### config.mk
export PLATFORM = sky130hd
export DESIGN_NAME = wb_stage
export DESIGN_NICKNAME = d
export VERILOG_FILES = /design/src/rtl/pipeline_pkg.sv /design/src/rtl/load_aligner.sv /design/src/rtl/wb_stage.sv
export SDC_FILE = /design/constraint.sdc
export NUM_CORES = 1
export LEC_CHECK = 0
export ABC_AREA = 1
export CAP_MARGIN = 20
export CORE_MARGIN = 2
export CORE_UTILIZATION = 45
export CTS_CLUSTER_DIAMETER = 200
export DETAILED_ROUTE_END_ITERATION = 10
export PLACE_DENSITY = 0.78
export RECOVER_POWER = 25
export SYNTH_ARGS = -nofsm -noshare
export SYNTH_HDL_FRONTEND = slang
export SYNTH_SLANG_ARGS = --single-unit
### constraint.sdc
create_clock -name clk -period 1.9 [get_ports clk]
set_input_delay 0.285 -clock clk [delete_from_list [all_inputs] [get_ports clk]]
set_output_delay 0.285 -clock clk [all_outputs]
set_load 0.02 [all_outputs]
### src/rtl/pipeline_pkg.sv
// Shared definitions for the pipeline: load-width encodings and the
// write-back stall FSM state type.
package pipeline_pkg;

    // Load width encodings carried from MEM into WB (2'b11 is reserved
    // and behaves as a word load).
    localparam logic [1:0] LW_WORD = 2'b00;
    localparam logic [1:0] LW_HALF = 2'b01;
    localparam logic [1:0] LW_BYTE = 2'b10;

    // Write-back stage state: RUN retires freely, WAIT is stalled on a load.
    typedef enum logic {
        ST_RUN  = 1'b0,
        ST_WAIT = 1'b1
    } wb_state_t;

endpackage

### src/rtl/load_aligner.sv
// Combinational load aligner: picks the addressed byte/half out of the raw
// memory word, sign- or zero-extends it, and flags misaligned accesses.
module load_aligner
    import pipeline_pkg::*;
(
    input  logic [31:0] i_data,
    input  logic [1:0]  i_off,
    input  logic [1:0]  i_width,
    input  logic        i_unsigned,
    output logic [31:0] o_data,
    output logic        o_misaligned
);

    logic [15:0] w_half;
    logic [7:0]  w_byte;

    // Lane select followed by extension according to the load width.
    always_comb begin
        // NOTE: every output gets a default first so no path leaves it unassigned (no latch).
        o_data       = i_data;
        o_misaligned = 1'b0;
        w_half       = i_off[1] ? i_data[31:16] : i_data[15:0];
        case (i_off)
            2'd0:    w_byte = i_data[7:0];
            2'd1:    w_byte = i_data[15:8];
            2'd2:    w_byte = i_data[23:16];
            default: w_byte = i_data[31:24];
        endcase

        case (i_width)
            LW_HALF: begin
                o_data       = {{16{~i_unsigned & w_half[15]}}, w_half};
                o_misaligned = i_off[0];
            end
            LW_BYTE: begin
                o_data       = {{24{~i_unsigned & w_byte[7]}}, w_byte};
                o_misaligned = 1'b0;
            end
            default: begin
                // Word and the reserved encoding both need a 4-byte aligned address.
                o_data       = i_data;
                o_misaligned = |i_off;
            end
        endcase
    end

endmodule

### src/rtl/wb_stage.sv
// Write-back stage: MEM/WB pipeline register, load-data selection and the
// bounded stall on slow data memory with sticky error flags.
module wb_stage
    import pipeline_pkg::*;
#(
    parameter int TIMEOUT_CYCLES = 16
) (
    input  logic        clk,
    input  logic        rst,
    input  logic        mem_valid,
    input  logic        mem_shouldWriteRegister,
    input  logic [4:0]  mem_registerWriteAddress,
    input  logic [31:0] mem_aluOut,
    input  logic        mem_memOutOrAluOutWriteBackToRegFile,
    input  logic [1:0]  mem_loadWidth,
    input  logic        mem_loadUnsigned,
    input  logic [31:0] Data_in,
    input  logic        MIO_ready,
    output logic        wb_RegWrite,
    output logic [4:0]  wb_registerWriteAddress,
    output logic [31:0] wb_writeRegData,
    output logic        memStall,
    output logic [31:0] retiredCount,
    output logic        loadTimeout,
    output logic        loadMisaligned
);

    localparam int               CW      = $clog2(TIMEOUT_CYCLES + 1);
    localparam logic [CW-1:0]    CNT_MAX = CW'(TIMEOUT_CYCLES);

    // MEM/WB pipeline register
    logic        r_valid;
    logic        r_reg_write;
    logic [4:0]  r_addr;
    logic [31:0] r_alu_out;
    logic        r_is_load;
    logic [1:0]  r_width;
    logic        r_unsigned;

    // Stall control and status
    wb_state_t   r_state;
    logic [CW-1:0] r_wait_cnt;
    logic [31:0] r_retired;
    logic        r_load_timeout;
    logic        r_load_misaligned;

    logic [31:0] w_align_data;
    logic        w_align_mis;
    logic        w_misaligned;
    logic        w_load_live;

    load_aligner u_load_aligner (
        .i_data       (Data_in),
        .i_off        (r_alu_out[1:0]),
        .i_width      (r_width),
        .i_unsigned   (r_unsigned),
        .o_data       (w_align_data),
        .o_misaligned (w_align_mis)
    );

    // A misaligned load never waits for memory: it is suppressed and retires at once.
    assign w_misaligned = r_is_load & w_align_mis;
    assign w_load_live  = r_valid & r_is_load & ~w_misaligned;

    assign memStall = w_load_live & ~MIO_ready & (r_wait_cnt < CNT_MAX);

    assign wb_RegWrite = r_valid & r_reg_write & (r_addr != 5'd0)
                       & (~r_is_load | MIO_ready) & ~w_misaligned;
    assign wb_registerWriteAddress = r_addr;
    assign wb_writeRegData         = r_is_load ? w_align_data : r_alu_out;

    assign retiredCount   = r_retired;
    assign loadTimeout    = r_load_timeout;
    assign loadMisaligned = r_load_misaligned;

    // MEM/WB register: capture the MEM instruction unless the stage is frozen.
    always_ff @(posedge clk) begin
        // NOTE: sequential state uses non-blocking assignments so all registers update together at the edge.
        if (rst) begin
            r_valid     <= 1'b0;
            r_reg_write <= 1'b0;
            r_addr      <= 5'd0;
            r_alu_out   <= 32'd0;
            r_is_load   <= 1'b0;
            r_width     <= LW_WORD;
            r_unsigned  <= 1'b0;
        end else if (!memStall) begin
            r_valid     <= mem_valid;
            r_reg_write <= mem_shouldWriteRegister;
            r_addr      <= mem_registerWriteAddress;
            r_alu_out   <= mem_aluOut;
            r_is_load   <= mem_memOutOrAluOutWriteBackToRegFile;
            r_width     <= mem_loadWidth;
            r_unsigned  <= mem_loadUnsigned;
        end
    end

    // Stall FSM: count stall cycles and abandon the load once the budget is spent.
    always_ff @(posedge clk) begin
        if (rst) begin
            r_state        <= ST_RUN;
            r_wait_cnt     <= '0;
            r_load_timeout <= 1'b0;
        end else begin
            case (r_state)
                ST_RUN: begin
                    if (memStall) begin
                        r_state    <= ST_WAIT;
                        r_wait_cnt <= CW'(1);
                    end
                end
                ST_WAIT: begin
                    if (memStall) begin
                        r_wait_cnt <= r_wait_cnt + CW'(1);
                    end else begin
                        r_state    <= ST_RUN;
                        r_wait_cnt <= '0;
                        // Leaving WAIT without data means the budget ran out.
                        if (w_load_live && !MIO_ready) begin
                            r_load_timeout <= 1'b1;
                        end
                    end
                end
                default: begin
                    r_state    <= ST_RUN;
                    r_wait_cnt <= '0;
                end
            endcase
        end
    end

    // Retirement counter and sticky misaligned flag.
    always_ff @(posedge clk) begin
        if (rst) begin
            r_retired         <= 32'd0;
            r_load_misaligned <= 1'b0;
        end else begin
            if (r_valid && !memStall) begin
                r_retired <= r_retired + 32'd1;
            end
            if (r_valid && w_misaligned) begin
                r_load_misaligned <= 1'b1;
            end
        end
    end

endmodule

==> run_results.csv <==
group,metric,value,unit
cts,numCtsBuffers,9,
floorplanning,die_area,11420,um^2
power,internal_power,3317,uW
worst_setup_path,required,2130,ps
power,p_leak,0.003456,uW
logic_synthesis,syn_inst,757,
min_path,min_path_type,"register to register",
worst_setup_path,worstPathArrival,2340,ps
cts,htree_levels,3,
route,firstDrtPassIters,5,
layout,fin_util,0.7714,
layout,multiInputGateArea,3198,um^2
logic_synthesis,syn_nets,839,
worst_setup_path,reg2reg_slack,-210,ps
power,p_comb_frac,0.267,
floorplanning,ios,151,
worst_setup_path,r2r.worst_path.cells,14,
power,p_clk_frac,0.342,
worst_setup_path,startpoint_type,"register",
logic_synthesis,synth_cell_type_count,38,
route,postRouteAntennaNets,0,
global_route,track_usage,0.3023,
worst_setup_path,r2r_start,"r_width[0]",
timing,drv_slew,0,
place,post-place-cells,1053,
timing,rsz0062_at_grt,"yes",
layout,drive_gt1_frac,0.2737,
timing,final-setup-viol-count,79,
logic_synthesis,syn_area,4761,um^2
floorplanning,die_h,106.9,um
timing,tightestPinTransition,870.0,ps
route,drc,0,
floorplanning,die_w,106.9,um
timing,layout_min_cycle_time,2107,ps
timing,fmax,474.7,MHz
timing,tns,-9022,ps
timing,slew_headroom,0.4194,
route,wl_per_cell,16.79,um
global_route,antenna_found_initial,2,
route,via_per_inst,5.429,
power,powerDensity,591.2,nW/um^2
timing,fin_crit_sh,1.109,
timing,worst_slack,-206.7,ps
power,finalPower,4687,uW
cts,root_buffer,"clkbuf_8",
layout,layoutNonFillerInstCount,1088,
job,maxCapViolations,0,
global_route,grt_max_degree,60,
logic_synthesis,ys_warn_count,0,
place,io_buffers,150,
worst_setup_path,slowest_stage,"ha_4",
worst_setup_path,r2r-end,"retiredCount[6]",
route,drtIter0Drc,402,
power,pwr-share-seq,0.391,
logic_synthesis,synth-seq-area-share,0.3490,
route,num_vias,5907,
worst_setup_path,critPathCaptureType,"register",
timing,hold_viol,0,
timing,finalClockSkew,14.01,ps
power,swShare,0.2924,
logic_synthesis,syn_avg_cell_area,6.289,um^2
logic_synthesis,ys_ff_latch,83,
route,wl,18270,um
run_status,status,"finished, violations left",
cts,holdBufCountCts,0,
layout,fillers,703,
power,peakVddDrop,0.0004112,V
cts,cts_tree,"built",
min_path,holdPathStages,2,
power,p_sw,1370,uW
place,dp_hpwl,11880,um
global_route,grt_overflow,0,
worst_setup_path,critPathKind,"register to register",
cts,cts_buffer_depth,2,
run_status,violations,"setup timing",
min_path,holdPathEnd,"loadTimeout",
layout,syn_to_final_growth,66.52,%
global_route,grt_pass1_vias,5518,
layout,final_nets,1027,
min_path,min_from,"loadTimeout",
worst_setup_path,path_max_fanout,8,
floorplanning,start_util,0.4632,
place,gp_congestion,0.9781,
worst_setup_path,crit_chain,"inv_2 -> ha_4 -> inv_8 -> buf_6 -> nand2_4 -> nand2_4 -> buf_6 -> nand3_4 -> buf_12 -> nand2_8 -> buf_12 -> nor2_1 -> xnor2_1 -> nor2_1",
cts,cts.sinks,83,
cts,clock_latency,380,ps
worst_setup_path,cpPeakStageDelay,350,ps
cts,clkTransAtPathRegs,80,ps
floorplanning,rows,37,
layout,seq_area,1669,um^2
floorplanning,core-area,10280,um^2
global_route,grt_pass1_wl,27430,um
## sequential cells by signal (all words and copies together) (netlist names), 2 cells and up
register / flops
r_alu_out: 32
retiredCount: 32
wb_registerWriteAddress: 5
r_width: 2
r_wait_cnt: 5
## cell type report
cell class / count / share of cell area
well taps: 136 / 0.02146
clock inverters: 6 / 0.01420
repair inverters: 1 / 0.001420
flip-flops and latches: 83 / 0.2105
inverters: 85 / 0.04340
clock buffers: 10 / 0.01736
diodes: 2 / 0.0006313
repair buffers: 213 / 0.2876
multi-input cells: 552 / 0.4034
## critical path: cells and delay by family (launching register included)
kind | cells | cell delay [ps]
xor gates and xnor gates | 1 | 160
adders and majority gates | 1 | 350
buffers and inverters | 6 | 630
DFF | 1 | 340
and+or+nand+nor | 6 | 470
## per-layer routing
layer,global-route usage,wire length (um)
met5,0,0
met4,0.1382,760
met3,0.04863,1334
met2,0.5218,8945
met1,0.3685,7226
## cell usage after synthesis
cell	count	area, um^2
xor2_1	2	17.52
buf_1	1	3.750
o22ai_1	7	43.79
nor2_2	5	31.28
inv_2	5	18.77
nand3_1	48	240.2
o31ai_1	1	7.510
o221ai_1	4	35.03
nand2_1	255	957.2
nor3_2	1	10.01
ha_1	4	50.05
nand3_2	2	20.02
nor3b_1	1	7.510
buf_12	1	20.02
nand2_4	1	11.26
o21a_1	2	15.01
a22oi_1	1	7.510
nand4_1	8	50.05
a21oi_1	79	395.4
inv_1	80	300.3
a31oi_1	2	12.51
buf_2	12	60.06
nor2_1	66	247.7
clkbuf_1	20	75.07
nor2_4	1	11.26
nand3b_1	1	7.510
nand3_4	1	17.52
nor2_8	4	80.08
a211oi_1	2	15.01
dfxtp_1	83	1662
o21ai_1	1	5.000
o211ai_1	1	7.510
or2_2	1	6.260
nand2_2	3	18.77
nor3_1	14	70.07
buf_4	3	22.52
o21ai_0	26	130.1
xnor2_1	8	70.07
## repair_timing
item,in CTS,in global routing
gates cloned,4,3
setup endpoints to repair,109,109
buffers inserted,6,5
pin swaps,35,45
resized for setup,306,103
## power by group through the flow
stage | Sequential, uW | Combinational [uW] | Clock (uW)
6_report | 1830 | 1250 | 1600
2_1_floorplan | 1870 | 443 | 0
5_1_grt | 1840 | 1320 | 1680
3_3_place_gp | 1870 | 929 | 0
3_5_place_dp | 1870 | 937 | 0
4_1_cts | 1830 | 1110 | 1610
## worst max path at each step
stage / end / depth (start not counted) / startpoint / slack [ps]
2_1_floorplan: wb_RegWrite / 8 / r_width[0] / 30
3_3_place_gp: wb_writeRegData[18] / 11 / Data_in[23] / -660
3_5_place_dp: wb_writeRegData[24] / 11 / Data_in[23] / -700
4_1_cts: memStall / 10 / r_width[0] / -150
5_1_grt: retiredCount[21] / 16 / r_width[0] / -300
6_report: retiredCount[6] / 14 / r_width[0] / -210
## metrics by stage
step           hold WS, ps  setup slack, ps  area [um^2]
6_report             458.3           -206.7         7928
2_1_floorplan        409.1            30.00         4761
3_5_place_dp         443.7           -702.6         6649
4_1_cts              456.0           -148.6         7468
3_3_place_gp         438.7           -664.6         6649
5_1_grt              476.9           -301.9         7928
## kinds of logic (layout without fill, tap and decap cells)
| logic type | count (synthesis) | after routing | synth area share |
|---|---|---|---|
| buffers and inverters | 122 | 315 | 0.1051 |
| and+or+nand+nor | 412 | 412 | 0.3753 |
| adders and majority gates | 4 | 4 | 0.01051 |
| AOI/OAI and AO/OA | 126 | 126 | 0.1417 |
| DFF | 83 | 83 | 0.3490 |
| xor gates and xnor gates | 10 | 10 | 0.01840 |
| other | 0 | 2 | 0 |
## layout by cell type (no fill, tap or decap), types with 8 or more instances in the layout
cell type,synthesis,routed
clkbuf_8,0,10
nor3_1,14,11
nand2_2,3,30
inv_1,80,73
nand3_1,48,30
nor2_4,1,8
buf_6,0,40
a21oi_2,0,18
nand3_2,2,16
nand4_1,8,8
o21ai_1,1,11
nand2_1,255,222
inv_2,5,8
nor2_1,66,55
o21ai_2,0,8
buf_12,1,14
buf_4,3,36
dfxtp_1,83,79
a21oi_1,79,59
nor2_2,5,9
clkdlybuf4s50_1,0,112
Power figures use the tool's default switching activity.
